File: src/rtl/dmem_arbiter24.sv
// dmem_arbiter24: round-robin arbiter sharing the single-port 24-bit data RAM
// between the CPU load/store path (requester 0) and the host/DMA loader
// (requester 1). Requester 1 may take a bounded atomic lock.
// Optional feature macro: DMEM_WPROT_EN. When defined, requester-0 writes
// below PROT_LIMIT are granted but suppressed at the RAM, and wprot_err pulses.
module dmem_arbiter24 #(
  parameter int unsigned     AW         = 14,
  parameter int unsigned     DW         = 24,
  parameter int unsigned     LOCK_MAX   = 8,
  parameter logic [AW-1:0]   PROT_LIMIT = AW'(14'h3000)
) (
  input  logic          clk,
  input  logic          rst_n,
  input  logic          req0,
  input  logic          we0,
  input  logic [AW-1:0] addr0,
  input  logic [DW-1:0] wdata0,
  output logic          gnt0,
  output logic          rvalid0,
  output logic [DW-1:0] rdata0,
  input  logic          req1,
  input  logic          we1,
  input  logic [AW-1:0] addr1,
  input  logic [DW-1:0] wdata1,
  output logic          gnt1,
  output logic          rvalid1,
  output logic [DW-1:0] rdata1,
  input  logic          lock1,
  output logic          mem_we,
  output logic [AW-1:0] mem_addr,
  output logic [DW-1:0] mem_wdata,
  input  logic [DW-1:0] mem_rdata,
  output logic          wprot_err
);

`ifdef DMEM_WPROT_EN
  localparam bit WPROT_EN = 1'b1;
`else
  localparam bit WPROT_EN = 1'b0;
`endif

  localparam int unsigned CW = $clog2(LOCK_MAX + 1) + 1;

  typedef enum logic [1:0] {
    S_ARB  = 2'd0,
    S_LOCK = 2'd1,
    S_COOL = 2'd2
  } state_t;

  state_t        state_q, state_d;
  logic          last_winner_q, last_winner_d;  // 1 = requester 1 won last
  logic [CW-1:0] lock_cnt_q, lock_cnt_d;
  logic          rvalid0_q, rvalid0_d;
  logic          rvalid1_q, rvalid1_d;
  logic          wprot_err_q, wprot_err_d;
  logic          gnt0_c, gnt1_c;
  logic          prot_hit;

  // Arbitration FSM: grants are combinational, forced low while in reset.
  always_comb begin
    state_d       = state_q;
    last_winner_d = last_winner_q;
    lock_cnt_d    = lock_cnt_q;
    gnt0_c        = 1'b0;
    gnt1_c        = 1'b0;
    case (state_q)
      S_ARB: begin
        gnt0_c     = req0 & (~req1 | last_winner_q);
        gnt1_c     = req1 & (~req0 | ~last_winner_q);
        lock_cnt_d = '0;
        if (gnt1_c && lock1) begin
          state_d    = S_LOCK;
          lock_cnt_d = CW'(1);
        end
      end
      S_LOCK: begin
        gnt1_c     = req1;
        lock_cnt_d = lock_cnt_q + CW'(1);
        // Lock release wins over the cool-down when both coincide.
        if (!lock1) begin
          state_d    = S_ARB;
          lock_cnt_d = '0;
        end else if (lock_cnt_d >= CW'(LOCK_MAX)) begin
          state_d    = S_COOL;
          lock_cnt_d = '0;
        end
      end
      S_COOL: begin
        gnt0_c     = req0;
        gnt1_c     = req1 & ~req0;
        state_d    = S_ARB;
        lock_cnt_d = '0;
      end
      default: begin
        state_d    = S_ARB;
        lock_cnt_d = '0;
      end
    endcase
    if (!rst_n) begin
      gnt0_c = 1'b0;
      gnt1_c = 1'b0;
    end
    if (gnt0_c) begin
      last_winner_d = 1'b0;
    end else if (gnt1_c) begin
      last_winner_d = 1'b1;
    end else if (state_q == S_COOL) begin
      last_winner_d = 1'b1;
    end
  end

  // RAM port mux from the winner; protected CPU writes are dropped here.
  always_comb begin
    prot_hit    = WPROT_EN & gnt0_c & we0 & (addr0 < PROT_LIMIT);
    mem_we      = 1'b0;
    mem_addr    = '0;
    mem_wdata   = '0;
    rvalid0_d   = gnt0_c & ~we0;
    rvalid1_d   = gnt1_c & ~we1;
    wprot_err_d = prot_hit;
    if (gnt0_c) begin
      mem_we    = we0 & ~prot_hit;
      mem_addr  = addr0;
      mem_wdata = wdata0;
    end else if (gnt1_c) begin
      mem_we    = we1;
      mem_addr  = addr1;
      mem_wdata = wdata1;
    end
  end

  // State and response registers with asynchronous active-low reset.
  always_ff @(posedge clk or negedge rst_n) begin
    if (!rst_n) begin
      state_q       <= S_ARB;
      last_winner_q <= 1'b1;
      lock_cnt_q    <= '0;
      rvalid0_q     <= 1'b0;
      rvalid1_q     <= 1'b0;
      wprot_err_q   <= 1'b0;
    end else begin
      state_q       <= state_d;
      last_winner_q <= last_winner_d;
      lock_cnt_q    <= lock_cnt_d;
      rvalid0_q     <= rvalid0_d;
      rvalid1_q     <= rvalid1_d;
      wprot_err_q   <= wprot_err_d;
    end
  end

  assign gnt0      = gnt0_c;
  assign gnt1      = gnt1_c;
  assign rvalid0   = rvalid0_q;
  assign rvalid1   = rvalid1_q;
  assign rdata0    = rvalid0_q ? mem_rdata : '0;
  assign rdata1    = rvalid1_q ? mem_rdata : '0;
  assign wprot_err = wprot_err_q;

endmodule

File: config.mk
export PLATFORM = sky130hd
export DESIGN_NAME = dmem_arbiter24
export DESIGN_NICKNAME = d
export VERILOG_FILES = /design/src/rtl/dmem_arbiter24.sv
export SDC_FILE = /design/constraint.sdc
export NUM_CORES = 1
export LEC_CHECK = 0
export CORE_AREA = 2 2 77 79
export CTS_CLUSTER_DIAMETER = 30
export DETAILED_ROUTE_END_ITERATION = 12
export DIE_AREA = 0 0 79 81
export PLACE_DENSITY = 0.81
export SYNTH_ARGS = -nofsm -noshare
export SYNTH_HDL_FRONTEND = slang
export SYNTH_SLANG_ARGS = --single-unit
export TNS_END_PERCENT = 20
File: constraint.sdc
create_clock -name clk -period 1.7 [get_ports clk]
set_input_delay 0.34 -clock clk [delete_from_list [all_inputs] [get_ports clk]]
set_output_delay 0.34 -clock clk [all_outputs]
set_load 0.05 [all_outputs]
# After elaboration in Yosys (flattened, before gate mapping)
# Index checks and enable logic that the tools add are counted.
# totals
word_cells	50
out_inout_bits	92
ff_bits	10
input_bits	107
# op_classes
eq_ne	4
reduce_logical	4
n_lt_le_gt_ge	1
addsub	1
n_bitwise	12
muxes	23
# ops
cell	count
two-way mux 24 bit	4
two-way mux 14 bit	2
two-way mux 5 bit	2
case mux 5 bit (2 select lines)	1
two-way mux 1 bit	8
two-way mux 2 bit	3
adder 5 x 1 -> 5 bit (second input constant)	1
AND 1 bit	5
>= comparator 5 x 4 -> 1 bit (second input constant)	1
NOT 1 bit	5
case mux 2 bit (2 select lines)	1
inequality test 3 bit (second input constant)	1
case mux 1 bit (3 select lines)	1
nonzero test 3 bit	1
== test 2 x 1 -> 1 bit (second input constant)	1
== test 2 bit (second input constant)	1
logical NOT 2 bit	1
inequality test 2 bit (second input constant)	1
OR 1 bit	2
case mux 1 bit (2 select lines)	1
AND reduction 2 bit	1
logical AND 1 bit	1

# Longest topological paths before layout
# logic_depth
word_depth	7
mapped_depth	6
ltp_nobuf	5

# Worst setup path after synthesis
# Ideal clock, no wire load.
# synth_timing
path_type	reg-to-output
start	register last_winner_q
end	output mem_addr[10]
required_time_ns	1.360
path_buffers	1
arrival_time_ns	1.663
path_stages_with_launch	5
setup_slack_ns	-0.303
path_cell_list	dfstp_2 > nor2_2 > a211oi_4 > buf_4 > a22o_1
# synth_via
elab_cells_between_ends	11
cone_classes	mux: 6; bitwise: 5
# synth_rtl
element	line	source
start, declared	51	logic last_winner_q, last_winner_d;
start signal, assigned	143	last_winner_q <= last_winner_d;
OR 1 bit	68	gnt0_c = req0 & (~req1 | last_winner_q);
AND 1 bit	68	
case mux 1 bit (2 select lines)	66	case (state_q)
two-way mux 1 bit	99	if (!rst_n) begin
via gnt0	18	output logic gnt0,
two-way mux 14 bit	121	if (gnt0_c) begin
end, declared	30	output logic [AW-1:0] mem_addr,
# The timed path passes the listed nets, and every way through them passes these cells.

# Worst setup path in the final report
# layout_timing
start	register last_winner_q
end	output mem_wdata[15]
# layout_via
elab_chain_cells	7
elab_cells_between_ends	11
cone_classes	mux: 6; bitwise: 5
# layout_lines
element	line	source
NOT 1 bit	69	gnt1_c = req1 & (~req0 | ~last_winner_q);
OR 1 bit	69	
AND 1 bit	69	
case mux 1 bit (3 select lines)	66	
two-way mux 1 bit	99	
two-way mux 24 bit	125	end else if (gnt1_c) begin
two-way mux 24 bit *	121	
end, declared	31	output logic [DW-1:0] mem_wdata,
# Mark *: on every way between the ends. The rest lies on a longest branch, timed or not.

==> metrics.yaml <==
clock_sinks: 10
grt_pass1_wl_um: 11940
pin_count: 199
swShare_pct: 40.96
crit_type: "register to primary output"
pre_cts_ws_ns: -0.5337
drt-pass1-iter-count: 4
drt.antenna.violating_nets: 0
worstSkewPairLatency_ns: 0.24
grt-ovfl-total: 0
syn_to_final_growth_pct: 282.4
cts-buffers-inserted: 3
postSynthCellCount: 141
timing.critical_path.slowest_cell_delay_ns: 0.56
pwr-share-seq_pct: 11.5
final_layout_size_suffix_gt1_share_pct: 45.69
internal_power_uw: 1447
wl_met3_um: 799
die-height_um: 81
core_area_um2: 5675
fill_cells: 322
final_nets: 458
cts_hold_buf: 0
post_drt_wl_per_cell_um: 20.10
clkSlewWorstSetupHoldPaths_ns: 0.05
grt_max_degree: 26
start_util_pct: 21.14
synthTopCellsByArea: "a22o_1 28%, and2_1 25%, dfrtp_1 19%"
crit_arrival_ns: 1.74
syn_area_per_cell_um2: 8.510
io_buffer_count: 197
synth-warning-count: 0
wl_met1_um: 2709
worstPathCellList: "a21oi_2 > o211ai_2 > inv_2 > buf_12 > a22o_2 > buf_12"
setup_violations: 41
hold_viol: 0
p_per_area_nw_per_um2: 534.2
switchingPower_uw: 1004
seqCellArea_um2: 251.5
cp-end-kind: "primary output"
cpMostUsedCell: "buf_12"
vias_per_cell: 4.778
ys_seq_elements: 10
highest_layer: "met4"
worst-path-buf-inv: 3
met2WireLength_um: 4834
cpMaxStageDelayCell: "dfstp_2"
vias: 2021
die_w_um: 79
hp-class: "input port to asynchronous set/reset pin"
ys_seq_area_share_pct: 20.96
dp_hpwl_um: 6768
start_kind: "register"
layout.cells.non_filler: 423
track_usage_pct: 24.70
skew_ns: 0.002618
drt_iter0_markers: 85
cts_max_level: 1
cap_violations: 0
gp_congestion: 0.6991
wirelength_um: 8501
final_common_cell: "clkdlybuf4s50_1"
finalCritPeriodShare_pct: 122.1
ir_drop_v: 0.0004230
cts_tree: "yes"
clock-root-buffer: "clkbuf_8"
fin_ws_ns: -0.3763
rsz0062_at_grt: "yes"
final_cell_mix: "103 x clkdlybuf4s50_1, 94 x buf_12, 48 x and2_1"
rows: 28
synth_top_area_cell: "a22o_1"
synth_top_area_share_pct: 28.47
cts_buffer_depth: 2
crit_fanout: 21
pwr-share-comb_pct: 76.2
outcome: "complete, but fails checks"
drc: 0
fin_tns_setup_ns: -14.03
grt_pass1_vias: 2151
die_area_um2: 6399
placedCellCount: 414
clockPowerShare_pct: 12.3
period_minus_slack_ns: 2.076
fmax_mhz: 481.6
cp_data_required_time_ns: 1.36
violations: "setup timing"
multi_input_area_um2: 1067
syn_area_um2: 1200
antenna_cells: 0
hold_ws_ns: 0.3555
critPathTopFamily: "flip-flops"
slew_viol_final: 0
grt_antenna_before_repair: 0
p_leak_uw: 0.001952
ys_types: 28
[path summary, 6_finish.rpt]
kind / start / end / slack, ns / depth (start not counted)
setup / recovery: last_winner_q / mem_wdata[15] / -0.38 / 6
hold / removal: rst_n / rvalid1 / 0.36 / 3
setup reg to reg: lock_cnt_q[0] / state_q[0] / 0.18 / 5
hold reg to reg: lock_cnt_q[3] / lock_cnt_q[0] / 0.52 / 1
max in group asynchronous: rst_n / last_winner_q / 1.13 / 3
min in group clk: lock_cnt_q[3] / lock_cnt_q[0] / 0.52 / 1
[cells in the mapped netlist]
cell type	count
a211oi_1	1
a211oi_4	1
a21oi_1	2
a21oi_2	1
a22o_1	39
and2_1	48
and2b_1	2
buf_4	5
buf_6	4
clkbuf_1	4
conb_1	1
dfrtp_1	9
dfstp_2	1
ha_1	2
inv_2	2
nand2_1	3
nand3_1	2
nand4_1	1
nor2_1	4
nor2_2	1
nor2b_1	1
nor3_1	1
nor3b_1	1
nor4b_1	1
o211ai_2	1
o21ai_0	1
o41ai_1	1
xnor2_1	1
[area by class of cell]
cell class	count	share of cell area, %
timing repair buffer	214	67.85
clock buffer	4	1.200
multi-input combinational	118	23.26
inverter	2	0.1636
sequential	10	5.481
tap	75	2.045
[worst register-to-register path, stage by stage, from the launching register on]
cell      delay [ns]
dfrtp_1         0.41
ha_1            0.26
nand3_1         0.10
nor2_1          0.04
a211oi_1        0.40
o21ai_0         0.16
[state kept, by name (all words and copies together) (netlist names)]
register / count
lock_cnt_q: 5
state_q: 2
last_winner_q: 1
rvalid0: 1
rvalid1: 1
[per-stage QoR]
| stage | util, % | area [µm²] | total power [µW] |
|---|---|---|---|
| 6_report | 80.84 | 4588 | 2451 |
| 5_1_grt | 80.84 | 4588 | 2536 |
| 4_1_cts | 80.00 | 4541 | 2440 |
| 3_5_place_dp | 75.99 | 4313 | 2046 |
| 3_3_place_gp | 75.99 | 4313 | 2004 |
| 2_1_floorplan | - | 1314 | 1068 |
[timing repair]
action	4_1_cts	5_1_grt
resized for setup	21	3
pin swaps	5	0
endpoints found under the setup margin	41	41
buffers inserted	2	0
gates cloned	2	1
[layer usage]
layer | up-vias | global-route usage, %
met2 | 117 | 49.66
met5 | - | 0
met4 | 0 | 8.103
met3 | 14 | 8.667
li1 | 928 | -
met1 | 962 | 23.05
[power groups by stage]
stage	clock (µW)	sequential [µW]	combinational, µW
after CTS	313	281	1850
after floorplan	0	294	774
after global placement	0	282	1720
final	302	281	1870
after global routing	324	283	1930
after detailed placement	0	285	1760
[cell families after synthesis]
family                   synth area share (%)
flip-flops                              20.96
XOR/XNOR                               0.7301
AO/OA/AOI/OAI                           34.52
AND/OR/NAND/NOR                         32.64
adder cells (fa/ha/maj)                 2.085
buffers and inverters                   8.759
other                                  0.3125
Note: power is estimated with default switching activity, not from simulation.
